<file path="src/rtl/window3x3_streamer_pkg.sv">
// Shared types and helpers for the 3x3 window streamer
// and the Sobel stage that consumes its window bus.
package window3x3_streamer_pkg;

    localparam int PIX_W_DEF = 8;

    typedef logic [PIX_W_DEF-1:0] pix_t;
    typedef pix_t win_t [3][3];

    // Counter width for a 0..n-1 range, never below one bit.
    function automatic int cnt_w(input int n);
        return (n > 2) ? $clog2(n) : 1;
    endfunction

endpackage

</file>
<file path="src/rtl/window3x3_streamer_line_buffer.sv">
// Line memory with asynchronous read, so the read sees the old
// word at the address being written on the same edge.
module line_buffer
    import window3x3_streamer_pkg::*;
#(
    parameter int DEPTH = 256,
    parameter int W     = 16,
    parameter int AW    = cnt_w(DEPTH)
) (
    input  logic          clk,
    input  logic          we_i,
    input  logic [AW-1:0] addr_i,
    input  logic [W-1:0]  wdata_i,
    output logic [W-1:0]  rdata_o
);

    logic [W-1:0] mem_q [DEPTH];

    assign rdata_o = mem_q[addr_i];

    always_ff @(posedge clk) begin
        if (we_i) begin
            mem_q[addr_i] <= wdata_i;
        end
    end

endmodule

</file>
<file path="src/rtl/window3x3_streamer.sv">
// Raster pixel stream to 3x3 neighbourhood stream with
// valid/ready on both sides and a single output register stage.
module window3x3_streamer
    import window3x3_streamer_pkg::*;
#(
    parameter int IMG_WIDTH  = 256,
    parameter int IMG_HEIGHT = 256,
    parameter int PIX_W      = PIX_W_DEF
) (
    input  logic             clk,
    input  logic             rst_n,
    input  logic             in_valid,
    output logic             in_ready,
    input  logic [PIX_W-1:0] in_pixel,
    input  logic             in_sof,
    output logic             out_valid,
    input  logic             out_ready,
    output logic [PIX_W-1:0] mat00,
    output logic [PIX_W-1:0] mat01,
    output logic [PIX_W-1:0] mat02,
    output logic [PIX_W-1:0] mat10,
    output logic [PIX_W-1:0] mat11,
    output logic [PIX_W-1:0] mat12,
    output logic [PIX_W-1:0] mat20,
    output logic [PIX_W-1:0] mat21,
    output logic [PIX_W-1:0] mat22,
    output logic             frame_done
);

    localparam int CW = cnt_w(IMG_WIDTH);
    localparam int RW = cnt_w(IMG_HEIGHT);
    localparam logic [CW-1:0] COL_LAST = CW'(IMG_WIDTH - 1);
    localparam logic [RW-1:0] ROW_LAST = RW'(IMG_HEIGHT - 1);
    localparam logic [CW-1:0] COL_TWO  = CW'(2);
    localparam logic [RW-1:0] ROW_TWO  = RW'(2);

    logic [CW-1:0] col_q, col_d, col_cur;
    logic [RW-1:0] row_q, row_d, row_cur;

    // Index 0 is the oldest column, index 2 the newest.
    logic [2:0][PIX_W-1:0] top_q, mid_q, bot_q;

    logic             valid_q, valid_d;
    logic             done_q, done_d;
    logic             sof, accept, emit, last_px;
    logic [PIX_W-1:0] lb0_rd, lb1_rd;

    assign in_ready = !valid_q || out_ready;
    assign accept   = in_valid && in_ready;
    assign sof      = in_valid && in_sof;

    assign col_cur = sof ? '0 : col_q;
    assign row_cur = sof ? '0 : row_q;

    assign emit    = accept && (row_cur >= ROW_TWO)
                            && (col_cur >= COL_TWO);
    assign last_px = (row_cur == ROW_LAST)
                  && (col_cur == COL_LAST);

    // One memory holds both lines: upper half is row-2, lower row-1.
    line_buffer #(
        .DEPTH (IMG_WIDTH),
        .W     (2 * PIX_W),
        .AW    (CW)
    ) u_lb (
        .clk     (clk),
        .we_i    (accept),
        .addr_i  (col_cur),
        .wdata_i ({lb1_rd, in_pixel}),
        .rdata_o ({lb0_rd, lb1_rd})
    );

    always_comb begin
        col_d = col_q;
        row_d = row_q;
        if (accept) begin
            if (col_cur == COL_LAST) begin
                col_d = '0;
                row_d = (row_cur == ROW_LAST) ? '0
                                              : row_cur + 1'b1;
            end else begin
                col_d = col_cur + 1'b1;
                row_d = row_cur;
            end
        end
    end

    always_comb begin
        valid_d = valid_q;
        done_d  = done_q;
        if (emit) begin
            valid_d = 1'b1;
            done_d  = last_px;
        end else if (valid_q && out_ready) begin
            valid_d = 1'b0;
            done_d  = 1'b0;
        end
    end

    always_ff @(posedge clk or negedge rst_n) begin
        if (!rst_n) begin
            col_q   <= '0;
            row_q   <= '0;
            valid_q <= 1'b0;
            done_q  <= 1'b0;
        end else begin
            col_q   <= col_d;
            row_q   <= row_d;
            valid_q <= valid_d;
            done_q  <= done_d;
        end
    end

    // The shift registers double as the output window: they only
    // move on an accept, which cannot happen while a window stalls.
    always_ff @(posedge clk or negedge rst_n) begin
        if (!rst_n) begin
            top_q <= '0;
            mid_q <= '0;
            bot_q <= '0;
        end else if (accept) begin
            top_q <= {lb0_rd,   top_q[2], top_q[1]};
            mid_q <= {lb1_rd,   mid_q[2], mid_q[1]};
            bot_q <= {in_pixel, bot_q[2], bot_q[1]};
        end
    end

    assign out_valid  = valid_q;
    assign frame_done = done_q;

    assign mat00 = top_q[0];
    assign mat01 = top_q[1];
    assign mat02 = top_q[2];
    assign mat10 = mid_q[0];
    assign mat11 = mid_q[1];
    assign mat12 = mid_q[2];
    assign mat20 = bot_q[0];
    assign mat21 = bot_q[1];
    assign mat22 = bot_q[2];

endmodule
</file>
<file path="config.mk">
export PLATFORM = sky130hd
export DESIGN_NAME = window3x3_streamer
export DESIGN_NICKNAME = d
export VERILOG_FILES = /design/src/rtl/window3x3_streamer_pkg.sv /design/src/rtl/window3x3_streamer_line_buffer.sv /design/src/rtl/window3x3_streamer.sv
export SDC_FILE = /design/constraint.sdc
export NUM_CORES = 2
export LEC_CHECK = 0
export ABC_CLOCK_PERIOD_IN_PS = 7400
export CAP_MARGIN = 30
export CORE_MARGIN = 5
export CORE_UTILIZATION = 35
export DETAILED_ROUTE_END_ITERATION = 8
export DONT_BUFFER_PORTS = 1
export SYNTH_ARGS = -nofsm -noshare
export SYNTH_HDL_FRONTEND = slang
export SYNTH_SLANG_ARGS = --single-unit
</file>
<file path="constraint.sdc">
create_clock -name clk -period 7.4 [get_ports clk]
set_input_delay 1.11 -clock clk [delete_from_list [all_inputs] [get_ports clk]]
set_output_delay 1.11 -clock clk [all_outputs]
set_load 0.05 [all_outputs]
</file>
Word-level counts from Yosys, hierarchy flattened --
Memories as Yosys holds them, arrays and structs flattened. Index checks and enable logic that the tools add are counted.
Word-level totals: register bits 90, RAM bits 4096, input bits 13, logic and storage cells 39, memories kept 1
Cells by class: add/subtract/negate cells 2, order comparisons 2, equality and inequality tests 2, multiplexer cells 10, reductions and logical operators 9
Memories:
- u_lb.mem_q | depth 256, bits a word 16, rd ports 1, clocked after Yosys merged registers in 0, wr ports 1, line window3x3_streamer_line_buffer.sv:17 | logic [W-1:0] mem_q [DEPTH];
Operators with widths (number):
- 2-to-1 mux 8 bit | 5
- adder 8 x 1 -> 8 bit, second input constant | 2
- equality test 8 bit, second input constant | 2
- >= comparator 8 x 2 -> 1 bit, second input constant | 2
- logical AND 1 bit | 6
- 2-to-1 mux 1 bit | 5
- nonzero test 2 bit | 1
- logical NOT 1 bit | 1
- logical OR 1 bit | 1

Depth between registers and ports, before layout --
depth after elaboration 6, mapped depth 17, depth with buffers taken out 11

Cells and area by module --
Synthesis repeated with hierarchy kept, for this count alone.
Second synthesis, totals: cell total of the unflattened synthesis 7160, area total of the unflattened synthesis 158952.4 sq um
By module, submodules not included:
- line_buffer | times used 1, cells an instance 6711, area each 155078.7 sq um, seq. area each 122998.0 sq um
- window3x3_streamer | times used 1, cells an instance 449, area each 3873.7 sq um, seq. area each 2252.2 sq um

Least setup slack after synthesis --
No wires, ideal clock.
path kind input port to flip-flop, start point in in_sof, end point reg mid_q, in the netlist mat12[3], library setup time 0.177 ns, data arrival time 8.615 ns, data required time 7.223 ns, path slack -1.393 ns, stages 13, path buffers 5, cell sequence buf_4 > a21bo_4 > clkinv_2 > buf_2 > buf_2 > buf_2 > clkbuf_1 > a22oi_1 > a21oi_1 > a21oi_1 > o31ai_1 > nand4_1 > mux2_2
Between the ends: cells in the longest elaborated chain, start to end 3
Ends and longest elaborated chain:
- start, declared | line window3x3_streamer.sv:15 | input logic in_sof,
- logical AND 1 bit | line window3x3_streamer.sv:50 | assign sof = in_valid && in_sof;
- 2-to-1 mux 8 bit | line window3x3_streamer.sv:52 | assign col_cur = sof ? '0 : col_q;
- memory (256 x 16 bit)
- via lb1_rd[3] | line window3x3_streamer.sv:46 | logic [PIX_W-1:0] lb0_rd, lb1_rd;
- end signal, assigned | line window3x3_streamer.sv:123 | mid_q <= {lb1_rd, mid_q[2], mid_q[1]};
- end, declared | line window3x3_streamer.sv:41 | logic [2:0][PIX_W-1:0] top_q, mid_q, bot_q;
The timed path passes the listed nets, and every way through them passes these cells. A chain may end at the register's enable or synchronous reset.

Worst setup path in the final report --
start point reg col_q[3], end point mem u_lb.mem_q[187][14] (data pin)
Between the ends: cells in the longest elaborated chain, start to end 2
Ends and longest elaborated chain:
- start, declared | line window3x3_streamer.sv:37 | logic [CW-1:0] col_q, col_d, col_cur;
- start signal, assigned | line window3x3_streamer.sv:107 | col_q <= col_d;
- 2-to-1 mux 8 bit | line window3x3_streamer.sv:52
- memory (256 x 16 bit)
- via lb1_rd[6] | line window3x3_streamer.sv:46
- end, declared | line window3x3_streamer_line_buffer.sv:17
The timed path passes the listed nets, and every way through them passes these cells.

==> metrics.md <==
| Metric | Value |
|---|---|
| Dpl ws | 1.223 ns |
| DP Cell Count | 16,619 |
| RD Place Congestion | 0.9195 |
| Buf/Inv on CP | 5 |
| Top cells by area, synth | edfxtp_1 (75%), mux2i_1 (4.8%), a21oi_1 (2.8%) |
| Max Fclk | 154.0 MHz |
| CP top delay family | buffers and inverters |
| Antenna violations before repair | 29 |
| Slowest cell on crit path | nand3_2 |
| Kind of start point of the critical path | flip-flop |
| Clock Sinks | 4,186 |
| Vias | 102,803 |
| Die ar. | 0.4853 mm2 |
| YS warnings | 0 |
| Final Slew Violations | 105 |
| WL final | 554.3 mm |
| # H-tree levels | 5 |
| Post-DP HPWL | 317.9 mm |
| CTS buffer count | 420 |
| Initial core utilization | 35.08% |
| Crit path top cell by count | buf_4 |
| Final Hold Viols | 0 |
| Slowest Stage Delay on Critical Path | 0.95 ns |
| Layout overhead on the synthesized area | 14.25% |
| Slew @ Worst Pin | 1.590 ns |
| Rows | 252 |
| Placed Area | 0.1752 mm2 |
| Share of cells above drive strength 1 | 13.89% |
| Later-pin clock latency in the skew report | 1.03 ns |
| Core Box Area | 0.4704 mm2 |
| Drt pass-1 iters | 8 |
| Worst-path cell chain | buf_4 > and2_1 > nand3_2 > buf_4 > buf_4 > o22ai_1 > nor4_1 > o22ai_1 > nor4_1 > nand4_1 > buf_12 > buf_4 |
| Nets | 10,855 |
| Final Util | 40.08% |
| Final setup viols | 0 |
| # DRC | 0 |
| Overall Global Routing Usage | 22.00% |
| Critical path arrival | 7.16 ns |
| Worst-path clk slew | 0.06 ns |
| # IOs | 88 |
| Clock skew | 0.1069 ns |
| FF-to-FF End | u_lb.mem_q[187][14] |
| Number of DRC markers in iteration 0 | 15,006 |
| Port Buf Inserts | 0 |
| Outcome | finished, violations left |
| Leakage | 0.06172 uW |
| Crit Path Category | flip-flop to flip-flop |
| Power Density | 318.1 mW/mm2 |
| Setup ws final | 0.9068 ns |
| Largest net degree at the start of global routing | 258 |
| Die Span Y | 696.7 um |
| Gr ovfl total | 0 |
| Crit end category | flip-flop |
| Syn nets | 10,598 |
| Slew HR | -5.984% |
| Average routed wire per standard cell | 31.80 um |
| Vias in the first global route | 95,570 |
| Critical Path RT | 8.06 ns |
| Share of synthesized registers carrying an async set or reset | 2.150% |
| Synth top area share | 74.53% |
| CTS tree | yes |
| RSZ-0062 raised after global routing | false |
| Count of different cell masters after synthesis | 84 |
| Routed Antenna Nets | 0 |
| Synthesized flop and latch total | 4,186 |
| Mapped Cells | 10,579 |
| Prevailing post-synth register cell | edfxtp_1 |
| Clock Tree Root | clkbuf_16 |
| Number of synthesized flops with an enable pin | 4,096 |
| Global-route wire length before repair | 765.3 mm |
| R2r setup slk | 0.91 ns |
| R2R depth | 12 |
| Reg2reg start | col_q[3] |
| Tmin final | 6.493 ns |
| Crit share post-route | 87.75% |
| Syn Area/Cell | 15.60 um2 |
| Die width | 696.7 um |
| Longest Clk Path Bufs | 4 |
| Vias per std cell | 5.897 |
| Tightest Hold Check Type | input port to async pin |
| Failing checks | slew limit |
| Top cell type by total area after synthesis | edfxtp_1 |
| Crit Path Max Fanout | 142 |
| Buffers inserted by post-CTS timing repair | 0 |
| Seq/Total Area, Yosys | 75.90% |
| Mapped Area | 0.1650 mm2 |
| Post-Layout Cell Count | 17,432 |
| Max_cap viols | 0 |
| Design area | 0.1885 mm2 |
| Worst vdd ir | 0.0003636 V |
==> registers in the layout (all words and copies together) (netlist names) <==
name,count
col_q,8
frame_done,1
mat00,8
mat01,8
mat02,8
mat10,8
mat11,8
mat12,8
mat20,8
mat21,8
mat22,8
out_valid,1
row_q,8
u_lb.mem_q,4096
==> kinds of logic after synthesis <==
group / share of synthesized area (%)
fa+ha+maj: 0.04549
xor+xnor: 0.02654
mux: 6.153
compound gates: 10.36
flops: 75.90
buf+inv: 2.284
simple gates: 5.237
==> layout by cell type, fill, tap and decap left out, drive strengths merged, types with 68 or more instances in the layout <==
| cell | netlist | final |
|---|---|---|
| nor4 | 73 | 73 |
| buf | 513 | 617 |
| dfrtp | 90 | 90 |
| a211oi | 144 | 144 |
| mux2 | 173 | 173 |
| o21ai | 235 | 235 |
| a31oi | 130 | 130 |
| o221ai | 68 | 68 |
| a221oi | 188 | 188 |
| o22ai | 209 | 209 |
| nand3 | 135 | 135 |
| mux2i | 786 | 786 |
| nor2 | 379 | 379 |
| clkinv | 1 | 207 |
| clkbuf | 273 | 521 |
| a21oi | 937 | 937 |
| a22oi | 316 | 316 |
| nand2 | 1101 | 1101 |
| edfxtp | 4096 | 4096 |
| a2bb2oi | 83 | 83 |
==> where the power goes <==
group	switching (uW)	leakage, uW	internal, uW
sequential	590	0.0379	28200
clock	9120	0.00640	11400
combinational	8100	0.0174	2610
==> synth_stat cells (all sizes together), types with 135 or more instances <==
library cell	instances
a211oi	144
a21oi	937
a221oi	188
a22oi	316
buf	513
clkbuf	273
edfxtp	4096
mux2	173
mux2i	786
nand2	1101
nand3	135
nor2	379
o21ai	235
o22ai	209
==> worst register-to-register path, delay by kind of cell (launching register included) <==
family	cells	cell delay (ns)
buffers and inverters	5	2.25
and+or+nand+nor	5	2.20
AOI/OAI and AO/OA	2	0.99
DFF	1	0.67
==> final cells by class <==
cell class                      instances  area [um2]
Antenna cell                           27       67.56
Timing Repair Buffer                  621        5607
Fill cell                           42618      281900
Clock inverter                        251        2091
Tap cell                             6223        7786
Sequential cell                      4186      125300
Inverter                                8       71.32
Clock buffer                          517       11000
Multi-Input combinational cell       5599       36660
==> per-layer routing <==
layer | global-route usage, % | vias to the layer above | wire (um)
met5 | 0 | - | 62
met4 | 10.43 | 10 | 30960
met3 | 5.799 | 1182 | 64120
met2 | 32.95 | 6470 | 244200
met1 | 29.83 | 52952 | 215000
li1 | - | 42189 | -
==> what timing repair did <==
item,CTS,global route
hold endpoints to repair,90,0
hold buffers,1,0
gates resized for setup,0,0
==> worst max path at each step <==
stage	start	endpoint	slack, ns	cells after the start
4_1_cts	col_q[1]	u_lb.mem_q[53][12]	1.47	12
3_3_place_gp	in_valid	u_lb.mem_q[42][10]	0.74	12
5_1_grt	col_q[3]	u_lb.mem_q[187][14]	1.16	12
6_report	col_q[3]	u_lb.mem_q[187][14]	0.91	12
2_1_floorplan	in_sof	mat12[0]	-1.27	12
3_5_place_dp	in_sof	u_lb.mem_q[55][12]	1.22	12
==> metrics by stage <==
stage               hold slack (ns)  power [uW]  TNS [ns]
CTS                         0.03396       59810         0
global placement             0.4872       39460         0
detailed placement           0.4879       39600         0
finish                      0.07055       59970         0
global route                0.07301       61510         0
floorplan                    0.4571       35360   -786.16
Power figures use the tool's default switching activity.
